===== config.mk =====
export PLATFORM = sky130hd
export DESIGN_NAME = dm_host_ctrl_flat
export DESIGN_NICKNAME = d
export VERILOG_FILES = /design/src/rtl/dm_host_ctrl_if.sv /design/src/rtl/dm_host_ctrl.sv /design/src/flat_wrapper.sv
export SDC_FILE = /design/constraint.sdc
export NUM_CORES = 1
export LEC_CHECK = 0
export ABC_AREA = 1
export CAP_MARGIN = 20
export CORE_ASPECT_RATIO = 0.6
export CORE_MARGIN = 4
export CORE_UTILIZATION = 35
export DETAILED_ROUTE_END_ITERATION = 8
export PLACE_DENSITY_LB_ADDON = 0.12
export SETUP_SLACK_MARGIN = 0.1
export SYNTH_ARGS = -nofsm -noshare
export SYNTH_HDL_FRONTEND = slang
export SYNTH_SLANG_ARGS = --single-unit

===== constraint.sdc =====
create_clock -name CLK -period 2.26 [get_ports CLK]
set_input_delay 0.452 -clock CLK [delete_from_list [all_inputs] [get_ports CLK]]
set_output_delay 0.452 -clock CLK [all_outputs]
set_load 0.02 [all_outputs]

===== src/rtl/dm_host_ctrl_if.sv =====
// Host-controller bus bundle: load stream, data-memory port, dump stream and core start/halt.
// "master" is the controller side, "slave" is the environment (memory, core, stream endpoints).
interface dm_host_ctrl_if #(
    parameter int AW = 8,
    parameter int DW = 8
);
    logic          go;
    logic          busy;
    logic          done;
    logic          timeout;
    logic [15:0]   cycle_ct;
    logic          ld_valid;
    logic          ld_ready;
    logic [DW-1:0] ld_data;
    logic          ld_last;
    logic [AW-1:0] mem_addr;
    logic          mem_wr_en;
    logic          mem_rd_en;
    logic [DW-1:0] mem_wr_data;
    logic [DW-1:0] mem_rd_data;
    logic [AW-1:0] dump_base;
    logic [AW-1:0] dump_len;
    logic          dp_valid;
    logic          dp_ready;
    logic [DW-1:0] dp_data;
    logic          dp_last;
    logic          start;
    logic          halt;

    modport master (
        input  go, ld_valid, ld_data, ld_last, mem_rd_data,
               dump_base, dump_len, dp_ready, halt,
        output busy, done, timeout, cycle_ct, ld_ready,
               mem_addr, mem_wr_en, mem_rd_en, mem_wr_data,
               dp_valid, dp_data, dp_last, start
    );

    modport slave (
        output go, ld_valid, ld_data, ld_last, mem_rd_data,
               dump_base, dump_len, dp_ready, halt,
        input  busy, done, timeout, cycle_ct, ld_ready,
               mem_addr, mem_wr_en, mem_rd_en, mem_wr_data,
               dp_valid, dp_data, dp_last, start
    );
endinterface


===== src/rtl/dm_host_ctrl.sv =====
// Host sequencer: streams an image into data memory, pulses start, times the run until
// halt (or timeout), then streams a window of data memory back out.
module dm_host_ctrl #(
    parameter int          AW           = 8,
    parameter int          DW           = 8,
    parameter int          START_CYCLES = 2,
    parameter logic [15:0] TIMEOUT      = 16'hFFFF
) (
    input  logic             CLK,
    input  logic             reset,
    dm_host_ctrl_if.master   bus
);
    typedef enum logic [2:0] {
        S_IDLE, S_LOAD, S_START, S_RUN, S_DUMP_RD, S_DUMP_OUT, S_DONE
    } state_t;

    localparam logic [AW:0] ONE     = (AW+1)'(1);
    localparam logic [3:0]  SC_LAST = 4'(START_CYCLES - 1);

    state_t        state_q, state_d;
    // One extra bit so that a full 2**AW-beat load is visible as a carry.
    logic [AW:0]   ptr_q, ptr_d, ptr_inc;
    logic [AW-1:0] base_q, base_d, len_q, len_d;
    logic [3:0]    stc_q, stc_d;
    logic [15:0]   cyc_q, cyc_d;
    logic          to_q, to_d;
    logic [DW-1:0] dpd_q, dpd_d;
    logic          dump_last;

    assign ptr_inc   = ptr_q + ONE;
    assign dump_last = (ptr_q == ({1'b0, len_q} - ONE));

    always_ff @(posedge CLK or negedge reset) begin
        if (!reset) begin
            state_q <= S_IDLE;
            ptr_q   <= '0;
            base_q  <= '0;
            len_q   <= '0;
            stc_q   <= '0;
            cyc_q   <= '0;
            to_q    <= 1'b0;
            dpd_q   <= '0;
        end else begin
            state_q <= state_d;
            ptr_q   <= ptr_d;
            base_q  <= base_d;
            len_q   <= len_d;
            stc_q   <= stc_d;
            cyc_q   <= cyc_d;
            to_q    <= to_d;
            dpd_q   <= dpd_d;
        end
    end

    always_comb begin
        state_d         = state_q;
        ptr_d           = ptr_q;
        base_d          = base_q;
        len_d           = len_q;
        stc_d           = stc_q;
        cyc_d           = cyc_q;
        to_d            = to_q;
        dpd_d           = dpd_q;
        bus.ld_ready    = 1'b0;
        bus.mem_addr    = '0;
        bus.mem_wr_en   = 1'b0;
        bus.mem_rd_en   = 1'b0;
        bus.mem_wr_data = '0;
        bus.dp_valid    = 1'b0;
        bus.dp_last     = 1'b0;
        bus.start       = 1'b0;

        case (state_q)
            S_IDLE, S_DONE: begin
                if (bus.go) begin
                    state_d = S_LOAD;
                    base_d  = bus.dump_base;
                    len_d   = bus.dump_len;
                    to_d    = 1'b0;
                    cyc_d   = '0;
                    ptr_d   = '0;
                end
            end
            S_LOAD: begin
                bus.ld_ready = 1'b1;
                if (bus.ld_valid) begin
                    bus.mem_wr_en   = 1'b1;
                    bus.mem_addr    = ptr_q[AW-1:0];
                    bus.mem_wr_data = bus.ld_data;
                    ptr_d           = ptr_inc;
                    if (bus.ld_last || ptr_inc[AW]) begin
                        state_d = S_START;
                        stc_d   = '0;
                    end
                end
            end
            S_START: begin
                bus.start = 1'b1;
                ptr_d     = '0;
                if (stc_q == SC_LAST) state_d = S_RUN;
                else                  stc_d   = stc_q + 4'd1;
            end
            S_RUN: begin
                // Halt takes priority over a coincident timeout.
                if (bus.halt) begin
                    state_d = (len_q == '0) ? S_DONE : S_DUMP_RD;
                end else if (cyc_q == TIMEOUT) begin
                    to_d    = 1'b1;
                    state_d = (len_q == '0) ? S_DONE : S_DUMP_RD;
                end else begin
                    cyc_d = cyc_q + 16'd1;
                end
            end
            S_DUMP_RD: begin
                bus.mem_rd_en = 1'b1;
                bus.mem_addr  = base_q + ptr_q[AW-1:0];
                dpd_d         = bus.mem_rd_data;
                state_d       = S_DUMP_OUT;
            end
            S_DUMP_OUT: begin
                bus.dp_valid = 1'b1;
                bus.dp_last  = dump_last;
                if (bus.dp_ready) begin
                    ptr_d   = ptr_inc;
                    state_d = dump_last ? S_DONE : S_DUMP_RD;
                end
            end
            default: state_d = S_IDLE;
        endcase
    end

    assign bus.busy     = (state_q != S_IDLE) && (state_q != S_DONE);
    assign bus.done     = (state_q == S_DONE);
    assign bus.timeout  = to_q;
    assign bus.cycle_ct = cyc_q;
    assign bus.dp_data  = dpd_q;
endmodule


===== src/flat_wrapper.sv =====
// flat-port wrapper written by rule: the top's interface ports become plain ports
module dm_host_ctrl_flat 
#(
    parameter int          AW           = 8,
    parameter int          DW           = 8,
    parameter int          START_CYCLES = 2,
    parameter logic [15:0] TIMEOUT      = 16'hFFFF
)
  (CLK, reset, bus_go, bus_ld_valid, bus_ld_data, bus_ld_last, bus_mem_rd_data, bus_dump_base, bus_dump_len, bus_dp_ready, bus_halt, bus_busy, bus_done, bus_timeout, bus_cycle_ct, bus_ld_ready, bus_mem_addr, bus_mem_wr_en, bus_mem_rd_en, bus_mem_wr_data, bus_dp_valid, bus_dp_data, bus_dp_last, bus_start);
  dm_host_ctrl_if #(.AW(AW), .DW(DW)) bus_i ();
  input  logic CLK;
  input  logic reset;
  input wire logic [$bits(bus_i.go)-1:0] bus_go;
  input wire logic [$bits(bus_i.ld_valid)-1:0] bus_ld_valid;
  input wire logic [$bits(bus_i.ld_data)-1:0] bus_ld_data;
  input wire logic [$bits(bus_i.ld_last)-1:0] bus_ld_last;
  input wire logic [$bits(bus_i.mem_rd_data)-1:0] bus_mem_rd_data;
  input wire logic [$bits(bus_i.dump_base)-1:0] bus_dump_base;
  input wire logic [$bits(bus_i.dump_len)-1:0] bus_dump_len;
  input wire logic [$bits(bus_i.dp_ready)-1:0] bus_dp_ready;
  input wire logic [$bits(bus_i.halt)-1:0] bus_halt;
  output wire logic [$bits(bus_i.busy)-1:0] bus_busy;
  output wire logic [$bits(bus_i.done)-1:0] bus_done;
  output wire logic [$bits(bus_i.timeout)-1:0] bus_timeout;
  output wire logic [$bits(bus_i.cycle_ct)-1:0] bus_cycle_ct;
  output wire logic [$bits(bus_i.ld_ready)-1:0] bus_ld_ready;
  output wire logic [$bits(bus_i.mem_addr)-1:0] bus_mem_addr;
  output wire logic [$bits(bus_i.mem_wr_en)-1:0] bus_mem_wr_en;
  output wire logic [$bits(bus_i.mem_rd_en)-1:0] bus_mem_rd_en;
  output wire logic [$bits(bus_i.mem_wr_data)-1:0] bus_mem_wr_data;
  output wire logic [$bits(bus_i.dp_valid)-1:0] bus_dp_valid;
  output wire logic [$bits(bus_i.dp_data)-1:0] bus_dp_data;
  output wire logic [$bits(bus_i.dp_last)-1:0] bus_dp_last;
  output wire logic [$bits(bus_i.start)-1:0] bus_start;
  assign bus_i.go = bus_go;
  assign bus_i.ld_valid = bus_ld_valid;
  assign bus_i.ld_data = bus_ld_data;
  assign bus_i.ld_last = bus_ld_last;
  assign bus_i.mem_rd_data = bus_mem_rd_data;
  assign bus_i.dump_base = bus_dump_base;
  assign bus_i.dump_len = bus_dump_len;
  assign bus_i.dp_ready = bus_dp_ready;
  assign bus_i.halt = bus_halt;
  assign bus_busy = bus_i.busy;
  assign bus_done = bus_i.done;
  assign bus_timeout = bus_i.timeout;
  assign bus_cycle_ct = bus_i.cycle_ct;
  assign bus_ld_ready = bus_i.ld_ready;
  assign bus_mem_addr = bus_i.mem_addr;
  assign bus_mem_wr_en = bus_i.mem_wr_en;
  assign bus_mem_rd_en = bus_i.mem_rd_en;
  assign bus_mem_wr_data = bus_i.mem_wr_data;
  assign bus_dp_valid = bus_i.dp_valid;
  assign bus_dp_data = bus_i.dp_data;
  assign bus_dp_last = bus_i.dp_last;
  assign bus_start = bus_i.start;
  dm_host_ctrl #(.AW(AW), .DW(DW), .START_CYCLES(START_CYCLES), .TIMEOUT(TIMEOUT)) u_core (.CLK(CLK), .reset(reset), .bus(bus_i));
endmodule

# Yosys cells after proc, flatten, opt, wreduce, memory -nomap -nowiden
# Index checks and enable logic that the tools add are counted.
# totals
rom_bits,0
mem_count,0
latchBits,0
register_bits,57
output_inout_bits,49
input_bits,39
ram_bits,0
# classes
multipliers,0
reduce_logical,15
n_lt_le_gt_ge,0
n_eq_ne,20
shift,0
n_bitwise,0
muxes,37
add_sub_neg,5
n_div,0
# ops
cell,n
$mux 16,3
$pmux 9 s4,1
$pmux 16 s2,1
$mux 9,3
$mux 8,3
$mux 3,7
$pmux 3 s6,1
$add 16x1->16 const B,1
$eq 16x16->1 const B,1
$pmux 8 s2,1
$reduce_and 4->1,4
$mux 4,3
$ne 2x2->1 const B,6
$mux 1,10
$add 9x1->9 const B,1
$eq 3x3->1 const B,3
$eq 9x9->1,1
$sub 8x1->9 const B,1
$add 8x8->8,1
$logic_not 8->1,1
$pmux 4 s2,1
$eq 3x2->1 const B,2
$ne 2x1->1 const B,3
$reduce_and 6->1,1
other kinds (15),17

# Logic depth before layout (Yosys ltp)
# Gate-level depths: netlist of the first run.
# logic_depth
word_depth,5
ltp_mapped,14

# Least setup slack after synthesis of the first run
# No wires, ideal clock.
# synth_path
kind,register to output
from,register u_core.state_q[0]
to,output port bus_mem_addr[0]
t_arrival_ns,1.866
setup_slack_ns,-0.058
n_path_buf,0
path_stages_with_launch,7
required_ns,1.808
path_cell_list,dfrtp_1 -> inv_1 -> nor2_2 -> nand2_1 -> nor2_1 -> inv_1 -> o21ai_0
# synth_between
elab_chain_len,2
elab_cells_between_ends,3
cone_classes,eq/ne: 2; mux: 1
# synth_rtl
element,line,source
"start, declared",dm_host_ctrl.sv:20,"state_t state_q, state_d;"
"start signal, assigned",dm_host_ctrl.sv:44,state_q <= state_d;
$eq 3x3->1 / $eq 3x1->1 (equally long branches),dm_host_ctrl.sv:73,case (state_q)
$pmux 8 s2 (*),dm_host_ctrl.sv:73,
"end, declared",flat_wrapper.sv:27,output wire logic [$bits(bus_i.mem_addr)-1:0] bus_mem_addr;
# Every way passes the cells marked *; elsewhere a longest branch is shown, timed or not.

# Worst setup path after layout of the first run
# layout_path
from,register u_core.ptr_q[0]
to,output port bus_mem_addr[2]
# layout_between
elab_chain_len,2
# layout_rtl
element,line,source
"start, declared",dm_host_ctrl.sv:22,"logic [AW:0] ptr_q, ptr_d, ptr_inc;"
"start signal, assigned",dm_host_ctrl.sv:45,ptr_q <= ptr_d;
$add 8x8->8,dm_host_ctrl.sv:116,bus.mem_addr = base_q + ptr_q[AW-1:0];
$pmux 8 s2,dm_host_ctrl.sv:73,
# Every way passes these cells.

==> results of run 1 <==
area by class of cell:
cell class              instances  area [um^2]  share of cell area [%]
clock buffers                  11          243                    4.29
well taps                     135          169                    2.99
repair buffers                152         1330                    23.6
clock inverters                 5          103                    1.81
flip-flops and latches         57         1430                    25.3
inverters                      54          205                    3.63
multi-input cells             408         2170                    38.5
worst max-delay path: stages (launching register included):
cell and delay, ns:
dfrtp_1 0.35, ha_2 0.20, inv_2 0.04, fa_2 0.35, buf_4 0.14, buf_4 0.12, xor2_1 0.16, o22ai_1 0.16
buf_4 0.16
worst max-delay path by stage:
stage                     start               to  slack (ns)  cells past startpoint
6_report        u_core.ptr_q[0]  bus_mem_addr[2]       -0.20                      8
5_1_grt        u_core.base_q[0]  bus_mem_addr[2]       -0.30                      8
3_5_place_dp       bus_ld_valid  bus_mem_addr[3]       -0.40                      6
2_1_floorplan   u_core.ptr_q[0]  bus_mem_addr[6]        0.15                     12
4_1_cts        u_core.base_q[0]  bus_mem_addr[6]       -0.22                     12
3_3_place_gp       bus_ld_valid  bus_mem_addr[3]       -0.35                      6
cells in the mapped netlist:
cell      count
nand2_1     191
nor2_1       68
dfrtp_1      57
inv_1        50
nand3_1      39
o21ai_0      24
xor2_1       18
a21oi_1      13
ha_1         13
o22ai_1       8
clkbuf_1      6
nor3_1        5
nand4_1       4
or2_2         4
xnor2_1       4
o211ai_1      3
buf_2         2
clkinv_1      2
inv_2         2
o21ai_2       2
o31ai_1       2
a21oi_4       1
a31oi_1       1
and2_1        1
buf_4         1
buf_6         1
fa_1          1
nand2_4       1
nand3_2       1
nor2_2        1
nor3b_1       1
o21ai_1       1
or2_1         1
logic make-up after synthesis:
| group | count (synthesis) | share of synthesized area [%] |
|---|---|---|
| AOI/OAI and AO/OA | 55 | 8.68 |
| buffers and inverters | 64 | 6.93 |
| DFF | 57 | 38.9 |
| and+or+nand+nor | 317 | 35.2 |
| xor gates and xnor gates | 22 | 5.26 |
| adders and majority gates | 14 | 4.99 |
per-stage QoR:
step | setup TNS [ns] | power (mW) | std cells | cell area (um^2)
floorplan | 0 | 3.39 | 529 | 3670
global placement | -3.31 | 4.81 | 803 | 5130
detailed placement | -3.53 | 4.85 | 803 | 5130
CTS | -0.590 | 6.58 | 820 | 5560
global route | -1.28 | 7.22 | 822 | 5650
finish | -0.733 | 6.72 | 822 | 5650
state kept, by name (all words and copies together), names as in the netlist:
register and flops:
u_core.ptr_q 9, u_core.bus.cycle_ct 16, u_core.bus.timeout 1, u_core.bus.dp_data 8, u_core.len_q 8, u_core.state_q 3, u_core.stc_q 4, u_core.base_q 8
repair_timing:
| item | 4_1_cts | 5_1_grt |
|---|---|---|
| pin swaps | 9 | 12 |
| endpoints found under the setup margin | 24 | 34 |
| gates resized for setup | 85 | 51 |
| setup buffers | 2 | 3 |
cells in the final DEF, fill, tap and decap left out, drive strengths merged:
cell type / synthesis / final
nor3b: 1 / 1
buf: 4 / 76
fa: 1 / 1
o211ai: 3 / 3
xor2: 18 / 18
clkbuf: 6 / 18
clkdlybuf4s50: 0 / 62
dfrtp: 57 / 57
bufinv: 0 / 3
nand3: 40 / 40
o22ai: 8 / 8
ha: 13 / 13
dlygate4sd2: 0 / 5
nand4: 4 / 4
and2: 1 / 1
o21ai: 27 / 27
or2: 5 / 5
clkinv: 2 / 3
a21oi: 14 / 14
xnor2: 4 / 4
inv: 52 / 52
clkinvlp: 0 / 1
o31ai: 2 / 2
nor3: 5 / 5
a31oi: 1 / 1
clkdlybuf4s15: 0 / 2
nand2: 192 / 192
nor2: 69 / 69
layer usage:
layer  GRT usage, %  up-vias
li1               -     1989
met1           29.5     1761
met2           25.6      132
met3           6.31        5
met4           4.05        0
met5              0        -
power by group:
| group | leakage, nW | total, mW | internal (mW) | switching [mW] |
|---|---|---|---|---|
| combinational | 1.76 | 3.56 | 1.50 | 2.06 |
| sequential | 0.745 | 1.57 | 1.32 | 0.242 |
| clock | 0.166 | 1.59 | 1.10 | 0.486 |
| total | 2.67 | 6.72 | 3.93 | 2.79 |
==> qor.csv, run 1 <==
metric,value,unit
status,"finished, violations left",
violations,negative setup slack,
powerDensity,1190,nW/um^2
r2r_cells,11,
dr.pass1.iters,5,
grt_setup_unrepaired,true,
synth_area_leaders,"dfrtp_1 (39%), nand2_1 (20%), nor2_1 (7.0%), nand3_1 (5.3%), inv_1 (5.1%)",
n_antenna_cell,0,
reg2reg_slack,0.28,ns
yosysUniqueCellTypes,33,
max_freq,406,MHz
arrival,2.01,ns
fin_util,56.4,%
r2r_end,u_core.bus.cycle_ct[4],
grt_usage,19.2,%
required,1.81,ns
p_leak,2.67,nW
pre_cts_slack,-0.397,ns
yosysWarnings,0,
die_w,140,um
r2r-start,u_core.state_q[1],
wl_met1,6100,um
drc_errors,0,
setup_viol,5,
max_slew.worst_pin.slew,0.585,ns
grt_pass1_wl,18600,um
cts.sinks,57,
htree_num_levels,3,
initial_core_util,36.6,%
cts_inserted_buffers,9,
slew-limit-headroom,60.9,%
cts_tree,built,
route.met3.wl,904,um
wirelength,11400,um
irDropWorstVdd,563,uV
grt_max_degree,58,
clkLatencyLatePin,0.33,ns
drv_cap,0,
seq_area_frac_synth,38.9,%
hold_buffers,0,
whs,0.109,ns
viasPerCell,4.73,
synth-seq-cells,57,
syn_to_final_growth,54.3,%
num_rows,28,
nFillCells,931,
io_buffers,87,
nNetsFinal,735,
grt_overflow,0,
antenna_found_initial,0,
cts_max_path_buffers,2,
grt_pass1_vias,3661,
dr_wl_met2,4380,um
core_area,10000,um^2
fin_ws,-0.204,ns
end_kind,output pin,
num_vias,3887,
clockRootBuffer,clkbuf_16,
hold_viol,0,
place_congestion,0.893,
synth_top_area_share,38.9,%
dieArea,12200,um^2
drt-wirelength-per-cell,13.9,um
fin_skew,0.00587,ns
min_period_over_period,109,%
fin_crit,2.46,ns
hold_class,in2async,
first_iter_violations,273,
finalMaxSlewViolations,0,
path_class,reg2out,
drive_gt1_share,21.8,%
synth_area,3660,um^2
die_h,87.3,um
clkTransAtPathRegs,0.05,ns
ant_nets,0,
cp_max_fo,2,
pin_count,88,
synth_top_area_cell,dfrtp_1,
postSynthCellCount,529,
synth_nets,582,
avgSynthCellArea,6.93,um^2
highest_layer,met4,
dpl.hpwl,8590,um
critPathLaunchType,flip-flop,
No activity file was read; power rests on OpenSTA's default activity.
==> inputs of run 2 (changes only) <==
--- a/config.mk
+++ b/config.mk
@@ -5,7 +5,6 @@
 export SDC_FILE = /design/constraint.sdc
 export NUM_CORES = 1
 export LEC_CHECK = 0
-export ABC_AREA = 1
 export CAP_MARGIN = 20
 export CORE_ASPECT_RATIO = 0.6
 export CORE_MARGIN = 4
==> run 2 against run 1 <==
Against the previous run: the run still ends with negative setup slack left; critical path type unchanged; design area is 0.84% higher; via count is 9.7% lower; highest routed layer unchanged; critical path depth is the same; area after synthesis down 4.7%; largest cell class unchanged; flip-flop and latch count stayed put.
==> qor.csv, run 2 <==
metric,value,unit,change
n_antenna_cell,0,,unchanged
yosysUniqueCellTypes,54,,was 33
num_rows,27,,was 28
status,"finished, violations left",,unchanged
viasPerCell,5.03,,was 4.73
p_total,6.62,mW,was 6.72 mW
synth-seq-cells,57,,unchanged
drive_gt1_share,33.3,%,was 21.8%
violations,negative setup slack,,unchanged
stdcell_count,698,,was 822
num_vias,3510,,was 3887
core_area,9460,um^2,was 10000 um^2
wirelength,10700,um,was 11400 um
grt_max_degree,58,,unchanged
powerDensity,1160,nW/um^2,was 1190 nW/um^2
mostFrequentLayoutCells,"buf_4 (80), clkdlybuf4s50_1 (61), nand2_1 (57), dfrtp_1 (57), nor2_1 (34)",,"was nand2_1 (182), nor2_1 (64), buf_4 (64)"
crit_path_top_delay_cell,or4b_4,,was dfrtp_1
clkLatencyLatePin,0.33,ns,about the same
critPathMaxStageDelay,0.47,ns,was 0.35 ns
io_buffers,87,,unchanged
seq_area_frac_synth,40.8,%,was 38.9%
grt_pass1_vias,3400,,was 3661
slew-limit-headroom,66.8,%,was 60.9%
ys.flop_type,dfrtp_1,,unchanged
required,1.81,ns,about the same
die_w,137,um,was 140 um
ant_nets,0,,unchanged
cp_max_fo,2,,unchanged
cp_top_family,compound AO/OA/AOI/OAI gates,,was adder cells
cts_max_path_buffers,2,,unchanged
grt_pass1_wl,17200,um,was 18600 um
syn_to_final_growth,63.2,%,was 54.3%
avgSynthCellArea,8.84,um^2,was 6.93 um^2
drc_errors,0,,unchanged
clockRootBuffer,clkbuf_16,,unchanged
dpl.hpwl,7770,um,was 8590 um
fin_skew,0.00550,ns,was 0.00587 ns
postSynthCellCount,395,,was 529
dpl.cell_count,657,,was 803
first_iter_violations,187,,was 273
cts_inserted_buffers,9,,unchanged
path_cells,ha_4 -> a21o_1 -> a211oi_4 -> o21a_1 -> nor3b_2 -> or4b_4 -> o211ai_1 -> buf_4,,was ha_2 -> inv_2 -> fa_2 -> buf_4 -> buf_4 -> xor2_1 -> o22ai_1 -> buf_4
pre_cts_slack,-0.758,ns,was -0.397 ns
irDropWorstVdd,562,uV,was 563 uV
yosysMostFrequentCell,nand2_1,,unchanged
cts_tree,built,,unchanged
p_leak,2.58,nW,was 2.67 nW
synth_area_leaders,"dfrtp_1 (41%), nand2_1 (6.3%), mux2_2 (5.2%), xor2_1 (4.8%), ha_1 (4.7%)",,"was dfrtp_1 (39%), nand2_1 (20%), nor2_1 (7.0%), nand3_1 (5.3%), inv_1 (5.1%)"
hold_class,in2async,,unchanged
antenna_found_initial,0,,unchanged
clkTransAtPathRegs,0.05,ns,about the same
dr.pass1.iters,4,,was 5
nFillCells,837,,was 931
initial_core_util,36.9,%,was 36.6%
grt_usage,18.7,%,was 19.2%
largest_register_ffs,16,,unchanged
synth_top_area_share,40.8,%,was 38.9%
place_congestion,0.845,,was 0.893
hold_buffers,0,,unchanged
crit_buf_inv,1,,was 4
synth_area,3490,um^2,was 3660 um^2
fin_ws,-0.617,ns,was -0.204 ns
dieArea,11700,um^2,was 12200 um^2
drt-wirelength-per-cell,15.3,um,was 13.9 um
critPathLaunchType,flip-flop,,unchanged
htree_num_levels,3,,unchanged
end_kind,output pin,,unchanged
cts.sinks,57,,unchanged
yosys-top-cells-count,"nand2_1 (59), dfrtp_1 (57), nor2_1 (35)",,"was nand2_1 (191), nor2_1 (68), dfrtp_1 (57)"
mostFrequentLayoutCell,buf_4,,was nand2_1
yosysWarnings,0,,unchanged
pin_count,88,,unchanged
fin_crit,2.88,ns,was 2.46 ns
max_slew.worst_pin.slew,0.494,ns,was 0.585 ns
setup_viol,7,,was 5
ys_async_sr_fraction,100,%,unchanged
synth_top_area_cell,dfrtp_1,,unchanged
synth_edf_count,0,,unchanged
final_area,5700,um^2,was 5650 um^2
drv_cap,0,,unchanged
nNetsFinal,616,,was 735
min_period_over_period,127,%,was 109%
die_h,85.4,um,was 87.3 um
grt_setup_unrepaired,true,,unchanged
max_freq,348,MHz,was 406 MHz
finalMaxSlewViolations,0,,unchanged
dpl_cell_area,5000,um^2,was 5130 um^2
path_class,reg2out,,unchanged
arrival,2.43,ns,was 2.01 ns
synth_nets,448,,was 582
grt_overflow,0,,unchanged
hold_viol,0,,unchanged
-- run 2: changes by cell type in the layout (fill, tap and decap cells not counted), sizes merged, moves of 9 or more --
cell | before | now
mux2 | 0 | 16
and2 | 1 | 10
nor2 | 69 | 35
nand2 | 192 | 59
buf | 76 | 108
nand3 | 40 | 14
inv | 52 | 16
-- run 2: final cells by class --
cell class	count	area, um^2	share of cell area, %
Multi-Input combinational cell	305	2140	37.6
Timing Repair Buffer	174	1600	28.0
Sequential cell	57	1430	25.0
Clock buffer	12	256	4.50
Tap cell	130	163	2.85
Inverter	16	62.6	1.10
Clock inverter	4	51.3	0.900
-- run 2: where the power goes --
part           internal, mW  switching, mW  leakage, nW
clock                 0.912          0.477        0.149
sequential             1.34          0.252        0.738
combinational          1.89           1.75         1.70
-- run 2: metal layers --
metal	up-vias	track usage [%]	routed length (um)
li1	1724	-	-
met1	1666	28.0	5470
met2	106	24.9	4380
met3	14	6.22	713
met4	0	6.16	155
met5	-	0	0
-- run 2: worst paths after layout --
path                                       startpoint                    end  slack [ns]  depth (start not counted)
worst min-delay path                            reset  u_core.bus.dp_data[3]        0.11                          2
max in group asynchronous                       reset       u_core.base_q[6]        1.86                          2
worst max-delay path                 u_core.base_q[1]        bus_mem_addr[7]       -0.62                          8
min in group CLK                u_core.bus.dp_data[6]  u_core.bus.dp_data[6]        0.48                          2
worst max register to register        u_core.len_q[1]      u_core.state_q[1]       -0.05                          8
worst min register to register  u_core.bus.dp_data[6]  u_core.bus.dp_data[6]        0.48                          2
-- run 2: cells by family after synthesis --
logic type | after synthesis | synth area share, %
AND/OR/NAND/NOR | 174 | 24.6
AO/OA/AOI/OAI | 74 | 13.7
flip-flops | 57 | 40.8
buffers and inverters | 33 | 3.73
XOR/XNOR | 26 | 6.52
multiplexers | 17 | 5.45
adder cells (fa/ha/maj) | 14 | 5.23
-- run 2: metrics by stage --
| stage | setup TNS (ns) | utilization (%) | hold WS, ns |
|---|---|---|---|
| after floorplan | -0.506 | - | 0.156 |
| after detailed placement | -7.09 | 52.9 | 0.466 |
| after global placement | -6.71 | 52.9 | 0.459 |
| after global routing | -3.03 | 60.3 | 0.145 |
| final | -2.36 | 60.3 | 0.109 |
| after CTS | -2.75 | 57.8 | 0.127 |
-- run 2: what timing repair did --
item                                    4_1_cts  5_1_grt
cloned                                        0        0
endpoints found under the setup margin       26       33
setup buffers                                12       13
resized for setup                           136       38
pin swaps                                    16       24
-- run 2: worst register-to-register path, delay by kind of cell, from the launching register on --
kind	cells	cell delay [ns]
AO/OA/AOI/OAI	4	0.75
adder cells (fa/ha/maj)	1	0.13
buffers and inverters	1	0.09
flip-flops	1	0.39
AND/OR/NAND/NOR	2	0.83
